File: src/rtl/fanin_merge_if.sv
// fanin_merge_if
//   Bundles the source-side and consumer-side stream signals of the fan-in
//   merge into one interface.
//   master : the environment (sources + consumer) driving the merge.
//   slave  : the merge block itself.
// Signals:
//   in_en, cfg_sel    per-track enable and config select (track participates
//                     only when both are set)
//   in_valid, in_data per-track valid and payload (track i at i*DATA_W)
//   in_ready          one-hot-or-zero grant back to the sources
//   out_valid/out_data/out_src  buffer head, out_ready consumer accept
interface fanin_merge_if #(
    parameter int NUM_IN = 9,
    parameter int DATA_W = 17,
    parameter int IDX_W  = $clog2(NUM_IN)
);
    logic [NUM_IN-1:0]        in_en;
    logic [NUM_IN-1:0]        cfg_sel;
    logic [NUM_IN-1:0]        in_valid;
    logic [NUM_IN*DATA_W-1:0] in_data;
    logic [NUM_IN-1:0]        in_ready;
    logic                     out_valid;
    logic [DATA_W-1:0]        out_data;
    logic [IDX_W-1:0]         out_src;
    logic                     out_ready;

    modport master (
        output in_en, cfg_sel, in_valid, in_data, out_ready,
        input  in_ready, out_valid, out_data, out_src
    );

    modport slave (
        input  in_en, cfg_sel, in_valid, in_data, out_ready,
        output in_ready, out_valid, out_data, out_src
    );
endinterface

File: src/rtl/fanin_merge.sv
// fanin_merge
//   Registered many-to-one stream merge. Up to NUM_IN participating source
//   tracks are arbitrated round-robin into a 2-entry FIFO of {data, src}
//   whose head drives the single consumer.
// Ports:
//   clk    rising-edge clock
//   reset  synchronous, active-high reset
//   bus    fanin_merge_if.slave (sources in, grants out, buffer head out)
module fanin_merge #(
    parameter int NUM_IN = 9,
    parameter int DATA_W = 17,
    parameter int IDX_W  = $clog2(NUM_IN)
) (
    input  logic          clk,
    input  logic          reset,
    fanin_merge_if.slave  bus
);
    localparam logic [IDX_W-1:0] LAST_IDX   = IDX_W'(NUM_IN - 1);
    localparam logic [IDX_W:0]   NUM_IN_EXT = (IDX_W + 1)'(NUM_IN);

    logic [NUM_IN-1:0] part;
    logic [NUM_IN-1:0] req;
    logic [NUM_IN-1:0] grant;
    logic [DATA_W-1:0] in_data_arr [NUM_IN];

    logic [DATA_W-1:0] mem_data_reg [2];
    logic [IDX_W-1:0]  mem_src_reg  [2];
    logic [1:0]        count_reg;
    logic [1:0]        count_next;
    logic              wr_ptr_reg;
    logic              rd_ptr_reg;
    logic [IDX_W-1:0]  rr_reg;
    logic [IDX_W-1:0]  rr_next;

    logic              space;
    logic              found;
    logic              push;
    logic              pop;
    logic [IDX_W-1:0]  grant_idx;
    logic [IDX_W:0]    scan_sum;
    logic [IDX_W-1:0]  scan_idx;

    // Split the flat payload bus into one word per track.
    genvar gi;
    generate
        for (gi = 0; gi < NUM_IN; gi++) begin : g_unpack
            assign in_data_arr[gi] = bus.in_data[gi*DATA_W +: DATA_W];
        end
    endgenerate

    assign part  = bus.in_en & bus.cfg_sel;
    assign req   = part & bus.in_valid;
    // Only the registered occupancy gates grants, so out_ready never
    // combinationally reaches in_ready.
    assign space = (count_reg < 2'd2);

    // Round-robin scan: offsets 0..NUM_IN-1 from rr, wrapping modulo NUM_IN.
    always_comb begin
        found     = 1'b0;
        grant_idx = '0;
        scan_sum  = '0;
        scan_idx  = '0;
        for (int k = 0; k < NUM_IN; k++) begin
            scan_sum = {1'b0, rr_reg} + (IDX_W + 1)'(k);
            if (scan_sum >= NUM_IN_EXT) begin
                scan_sum = scan_sum - NUM_IN_EXT;
            end
            scan_idx = scan_sum[IDX_W-1:0];
            if (!found && req[scan_idx]) begin
                found     = 1'b1;
                grant_idx = scan_idx;
            end
        end
    end

    always_comb begin
        grant = '0;
        // No grant may be issued while reset is asserted.
        if (found && space && !reset) begin
            grant[grant_idx] = 1'b1;
        end
    end

    assign push       = |grant;
    assign pop        = bus.out_valid & bus.out_ready;
    assign count_next = count_reg + {1'b0, push} - {1'b0, pop};
    assign rr_next    = (grant_idx == LAST_IDX) ? '0 : grant_idx + 1'b1;

    always_ff @(posedge clk) begin
        if (reset) begin
            for (int e = 0; e < 2; e++) begin
                mem_data_reg[e] <= '0;
                mem_src_reg[e]  <= '0;
            end
            count_reg  <= '0;
            wr_ptr_reg <= 1'b0;
            rd_ptr_reg <= 1'b0;
            rr_reg     <= '0;
        end else begin
            if (push) begin
                mem_data_reg[wr_ptr_reg] <= in_data_arr[grant_idx];
                mem_src_reg[wr_ptr_reg]  <= grant_idx;
                wr_ptr_reg               <= ~wr_ptr_reg;
                rr_reg                   <= rr_next;
            end
            if (pop) begin
                rd_ptr_reg <= ~rd_ptr_reg;
            end
            count_reg <= count_next;
        end
    end

    assign bus.in_ready  = grant;
    assign bus.out_valid = (count_reg != 2'd0);
    assign bus.out_data  = mem_data_reg[rd_ptr_reg];
    assign bus.out_src   = mem_src_reg[rd_ptr_reg];
endmodule

File: src/flat_wrapper.sv
// flat-port wrapper written by rule: the top's interface ports become plain ports
module fanin_merge_flat 
#(
    parameter int NUM_IN = 9,
    parameter int DATA_W = 17,
    parameter int IDX_W  = $clog2(NUM_IN)
)
  (clk, reset, bus_in_en, bus_cfg_sel, bus_in_valid, bus_in_data, bus_out_ready, bus_in_ready, bus_out_valid, bus_out_data, bus_out_src);
  fanin_merge_if #(.NUM_IN(NUM_IN), .DATA_W(DATA_W), .IDX_W(IDX_W)) bus_i ();
  input  logic clk;
  input  logic reset;
  input wire logic [$bits(bus_i.in_en)-1:0] bus_in_en;
  input wire logic [$bits(bus_i.cfg_sel)-1:0] bus_cfg_sel;
  input wire logic [$bits(bus_i.in_valid)-1:0] bus_in_valid;
  input wire logic [$bits(bus_i.in_data)-1:0] bus_in_data;
  input wire logic [$bits(bus_i.out_ready)-1:0] bus_out_ready;
  output wire logic [$bits(bus_i.in_ready)-1:0] bus_in_ready;
  output wire logic [$bits(bus_i.out_valid)-1:0] bus_out_valid;
  output wire logic [$bits(bus_i.out_data)-1:0] bus_out_data;
  output wire logic [$bits(bus_i.out_src)-1:0] bus_out_src;
  assign bus_i.in_en = bus_in_en;
  assign bus_i.cfg_sel = bus_cfg_sel;
  assign bus_i.in_valid = bus_in_valid;
  assign bus_i.in_data = bus_in_data;
  assign bus_i.out_ready = bus_out_ready;
  assign bus_in_ready = bus_i.in_ready;
  assign bus_out_valid = bus_i.out_valid;
  assign bus_out_data = bus_i.out_data;
  assign bus_out_src = bus_i.out_src;
  fanin_merge #(.NUM_IN(NUM_IN), .DATA_W(DATA_W), .IDX_W(IDX_W)) u_core (.clk(clk), .reset(reset), .bus(bus_i));
endmodule
File: config.mk
export PLATFORM = sky130hd
export DESIGN_NAME = fanin_merge_flat
export DESIGN_NICKNAME = d
export VERILOG_FILES = /design/src/rtl/fanin_merge_if.sv /design/src/rtl/fanin_merge.sv /design/src/flat_wrapper.sv
export SDC_FILE = /design/constraint.sdc
export NUM_CORES = 1
export LEC_CHECK = 0
export BUFFER_PORTS_ARGS = -buffer_cell sky130_fd_sc_hd__buf_4
export CORE_MARGIN = 3
export CORE_UTILIZATION = 49
export CTS_CLUSTER_SIZE = 8
export DETAILED_ROUTE_END_ITERATION = 8
export GPL_ROUTABILITY_DRIVEN = 0
export PLACE_DENSITY = 0.76
export SLEW_MARGIN = 20
export SYNTH_ARGS = -nofsm -noshare
export SYNTH_HDL_FRONTEND = slang
export SYNTH_SLANG_ARGS = --single-unit
File: constraint.sdc
create_clock -name clk -period 5.8 [get_ports clk]
set_input_delay 1.16 -clock clk [delete_from_list [all_inputs] [get_ports clk]]
set_output_delay 1.16 -clock clk [all_outputs]
set_load 0.02 [all_outputs]
## Word-level counts from Yosys, hierarchy flattened

Memory sizes are Yosys's and may differ from the RTL's. A register that Yosys moved wholly into a read port is not among the register bits.
Index checks and enable logic that the tools add are counted.

- Output and inout port bits: 31
- Word-level logic and storage cells: 146
- Input bits: 183
- Register bits: 8
- Memories: 2
- Memory bits (writable): 42

- Bitwise logic cells: 6
- Equal/unequal tests: 1
- $add $sub $neg: 20
- $lt $le $gt $ge: 22
- Reduce and logical (&&, ||, !) cells: 24
- Multiplexer cells: 67

Memories:

| memory | depth | bits a word | read ports | clocked after memory_dff | write ports | line | text |
|---|---|---|---|---|---|---|---|
| u_core.mem_data_reg | 2 | 17 | 1 | 1 | 2 | fanin_merge.sv:26 | `logic [DATA_W-1:0] mem_data_reg [2];` |
| u_core.mem_src_reg | 2 | 4 | 1 | 1 | 2 | fanin_merge.sv:27 | `logic [IDX_W-1:0] mem_src_reg [2];` |

Operators with widths:

| kind | number |
|---|---|
| 2-to-1 mux 4 bit | 20 |
| binary-select mux 17 bit (select 4 bit) | 1 |
| 2-to-1 mux 17 bit | 3 |
| < comparator 4 x 5 -> 1 bit, second input constant | 10 |
| greater-or-equal comparator 5 x 4 -> 1 bit, second input constant | 8 |
| binary-select mux 1 bit (select 4 bit) | 9 |
| subtractor 4 bit, second input constant | 9 |
| 2-to-1 mux 1 bit | 32 |
| adder 4 x 3 -> 5 bit, second input constant | 4 |
| AND 9 bit | 2 |
| OR reduction 17 bit | 1 |
| logical AND 1 bit | 11 |
| adder 4 x 2 -> 5 bit, second input constant | 2 |
| zero test 1 bit | 9 |
| 2-to-1 mux 9 bit | 1 |
| OR reduction 9 bit | 1 |
| adder 4 x 1 -> 5 bit, second input constant | 1 |
| adder 4 x 4 -> 5 bit, second input constant | 1 |
| greater-or-equal comparator 5 bit, second input constant | 1 |
| inverter 4 -> 5 bit | 1 |
| adder 4 x 1 -> 4 bit, second input constant | 1 |
| demux 1 bit (select 4 bit) | 1 |
| == test 4 bit, second input constant | 1 |
| greater-or-equal comparator 4 x 1 -> 1 bit, second input constant | 1 |
| 8 further kinds | 9 |

## Logic depth before layout (Yosys ltp)

- Depth after elaboration: 40
- Depth in mapped cells: 26
- Gate-level depth less buffers: 19

## Least setup slack after synthesis

Ideal clock, no wire load.

- Path type: register to output
- Start: reg u_core.rr_reg[0]
- End: out bus_in_ready[3]
- Arrival: 5176 ps
- Stages on the path, launching flop included: 21
- Path slack: -536 ps
- Cells stage by stage: dfxtp_1 buf_4 buf_4 clkinv_1 buf_1 ha_1 buf_1 nor2b_1 o21ai_0 a31oi_1 mux2i_1 mux2i_1 a22o_1 or4_1 nor4_2 a22o_1 buf_6 clkbuf_1 ha_1 inv_1 nor2_1

- Word-level cells in the longest chain between the ends: 34

RTL lines:

| item | line | text |
|---|---|---|
| from (decl) | fanin_merge.sv:32 | `logic [IDX_W-1:0] rr_reg;` |
| from (signal assigned) | fanin_merge.sv:104 | `rr_reg <= rr_next;` |
| parallel branches: the longest is 33 deep, another holds adder 4 x 1 -> 5 bit | -- |  |
| 2-to-1 mux 9 bit (*) | fanin_merge.sv:79 | `if (found && space && !reset) begin` |
| to (decl) | flat_wrapper.sv:17 | `output wire logic [$bits(bus_i.in_ready)-1:0] bus_in_ready;` |

Mark *: on every way between the ends. The select of a mux whose other input is x is not followed.

## Worst setup path in the final report

- Start: reg u_core.rr_reg[0]
- End: out bus_in_ready[7]

The elaborated chain is that of the path after synthesis.

==> out/qor.csv <==
metric,value,unit
hold_viol_final,0,
critPathSlowestCell,or4b_1,
fin_util,69.98,%
ant_nets,0,
synth_cell_types,93,
max-vdd-ir-drop,0.0009451,V
maxSlewHeadroom,34.21,%
whs_path_depth,2,
seq_area_frac_synth,19.55,%
cts-root-buf,clkbuf_16,
antenna_found_initial,0,
max_freq,175.8,MHz
num-fill-cells,1193,
port_buffers,213,
ioPinCount,214,
power.leakage,0.004252,uW
coreArea,0.01464,mm2
dr.pass1.iters,7,
final_common_cell,buf_4,
largest_register_ffs,34,
r2r-end,u_core.mem_data_reg[0][11]$_SDFFCE_PN0P_,
clkTransAtPathRegs,70,ps
p_per_area,798.3,mW/mm2
drive_above_1_share,41.65,%
hold_start,u_core.wr_ptr_reg$_SDFFE_PP0P_,
rr_worst_depth,18,
synth_area,0.007375,mm2
initial_core_util,50.36,%
synthFlopType,edfxtp_1,
grt_pass1_vias,7884,
layout_common_cells,"287 x buf_4, 56 x mux2i_1, 54 x mux2_2",
syn2layout_area_growth,38.97,%
drv_slew,0,
critical_path_class,reg2out,
async_flop_share,0,%
arrival,4530,ps
endpoint_kind,output port,
dieArea,0.01656,mm2
yosysWarnings,0,
place_area,0.009513,mm2
crit-reg2reg-launch,u_core.rr_reg[1]$_SDFFE_PP0P_,
diodes,0,
r2r_slack,440,ps
syn_inst,867,
cp_cell_sequence,buf_12 -> ha_2 -> buf_4 -> or4b_1 -> a221o_1 -> mux2_1 -> a311o_1 -> a211oi_2 -> o21ba_4 -> o211a_2 -> a221oi_2 -> o21ai_1 -> a22o_4 -> ha_1 -> inv_2 -> nor2_2 -> buf_4,
cts_tree,yes,
drt-vias-per-instance,6.700,
worst_pin_slew,985.5,ps
design_area,0.01025,mm2
synth.ff_latch_count,51,
crit_required,4640,ps
hold_buffers,0,
crit_path_frequent_cell,buf_4,
cts.sink_count,51,
die-width,128.7,um
syn_avg_cell_area,8.506,um2
wl_per_cell,22.62,um
clk_latency,300,ps
clk_path_buf_depth,2,
critPathMaxStageDelay,500,ps
grt_max_degree,48,
grt_pass1_wl,43270,um
synth_edf_count,42,
min_path_type,reg2reg,
crit_path_start_kind,register,
grt-ovfl-total,0,
grtUsageTotal,32.68,%
fin_crit,5688,ps
stdcell_count,1298,
syn-num-nets,1074,
cts_max_level,2,
routed_wirelength,29360,um
maxCapViolations,0,
place_inst,1268,
dp_hpwl,22220,um
setup-violations-final,0,
via_count,8697,
fin_crit_sh,98.07,%
min_to,u_core.wr_ptr_reg$_SDFFE_PP0P_,
nets,1320,
outcome,finished clean,
rows,44,
cts_buffers,5,
skew,14.61,ps
dr.first_iter.drc_count,1059,
chipHeight,128.7,um
critPathMaxFanout,20,
drc_errors,0,
## critical path: cells and delay by family (launching register included)
| family | cells | cell delay, ps |
|---|---|---|
| AOI/OAI and AO/OA | 8 | 1960 |
| buffers and inverters | 4 | 580 |
| and+or+nand+nor | 2 | 550 |
| adders and majority gates | 2 | 430 |
| DFF | 1 | 370 |
| muxes | 1 | 330 |
## through the flow
| stage | hold slack (ps) | setup slack (ps) | power, uW | setup TNS, ps |
|---|---|---|---|---|
| final | 516.8 | 112.2 | 8181 | 0 |
| after global routing | 555.2 | -29.09 | 8654 | -77.03 |
| after CTS | 513.3 | 2.744 | 7577 | 0 |
| after detailed placement | 500.4 | -105.7 | 7089 | -367.1 |
| after global placement | 494.8 | 17.71 | 7008 | 0 |
| after floorplan | 471.9 | 15.88 | 5280 | 0 |
## metal layers
layer	part of all wire [%]	routed length [um]	GRT usage (%)
met5	0	0	0
met4	4.8	1418	13.40
met3	11	3114	6.061
met2	46	13480	52.68
met1	39	11350	43.11
## cell families (layout without fill, tap and decap cells)
family	Yosys count	in the layout	synth area share, %
AOI/OAI and AO/OA	286	286	28.10
xor gates and xnor gates	26	26	3.376
adders and majority gates	24	24	4.072
buffers and inverters	79	326	5.090
DFF	51	51	19.55
muxes	140	140	20.65
and+or+nand+nor	261	261	19.17
## cell type report
cell class	instances	area [um2]	area share, %
tap	184	230.2	2.246
clock buffer	6	128.9	1.257
timing repair buffer	300	2396	23.38
clock inverter	2	12.51	0.1221
sequential	51	1448	14.13
multi-input combinational	737	5958	58.14
inverter	18	75.07	0.7325
## timing repair
action	in CTS	in global routing
cloned	2	2
pin swaps	3	13
setup buffers	4	14
setup endpoints to repair	9	9
resized for setup	19	62
## where the power goes
group | internal [uW] | switching [uW]
clock network | 159 | 129
logic | 3270 | 3930
registers | 625 | 64.0
## cell usage after synthesis, types with 17 or more instances
| cell | n | area [um2] |
|---|---|---|
| and3_1 | 18 | 112.6 |
| buf_2 | 18 | 90.09 |
| ha_1 | 24 | 300.3 |
| nand2b_1 | 17 | 106.4 |
| o22ai_1 | 39 | 244.0 |
| nor3_1 | 18 | 90.09 |
| a31oi_1 | 20 | 125.1 |
| nor2_1 | 48 | 180.2 |
| nand3_1 | 27 | 135.1 |
| a21oi_1 | 37 | 185.2 |
| a221oi_1 | 20 | 175.2 |
| xnor2_1 | 20 | 175.2 |
| nand2_1 | 40 | 150.1 |
| and2_1 | 23 | 143.9 |
| clkbuf_1 | 27 | 101.4 |
| nor2b_1 | 17 | 106.4 |
| mux2_1 | 23 | 259.0 |
| mux2_2 | 54 | 608.1 |
| mux2i_1 | 61 | 610.6 |
| o21ai_0 | 31 | 155.2 |
| edfxtp_1 | 42 | 1261 |
## worst max path at each step
stage                             startpoint               to  slack (ps)  cells past startpoint
2_1_floorplan  u_core.rr_reg[0]$_SDFFE_PP0P_  bus_in_ready[3]          20                     20
3_3_place_gp   u_core.rr_reg[1]$_SDFFE_PP0P_  bus_in_ready[2]          20                     15
3_5_place_dp   u_core.rr_reg[1]$_SDFFE_PP0P_  bus_in_ready[0]        -110                     15
4_1_cts        u_core.rr_reg[1]$_SDFFE_PP0P_  bus_in_ready[7]           3                     20
5_1_grt        u_core.rr_reg[1]$_SDFFE_PP0P_  bus_in_ready[7]         -30                     18
6_report       u_core.rr_reg[0]$_SDFFE_PP0P_  bus_in_ready[7]         110                     17
No activity file was read; power rests on OpenSTA's default activity.
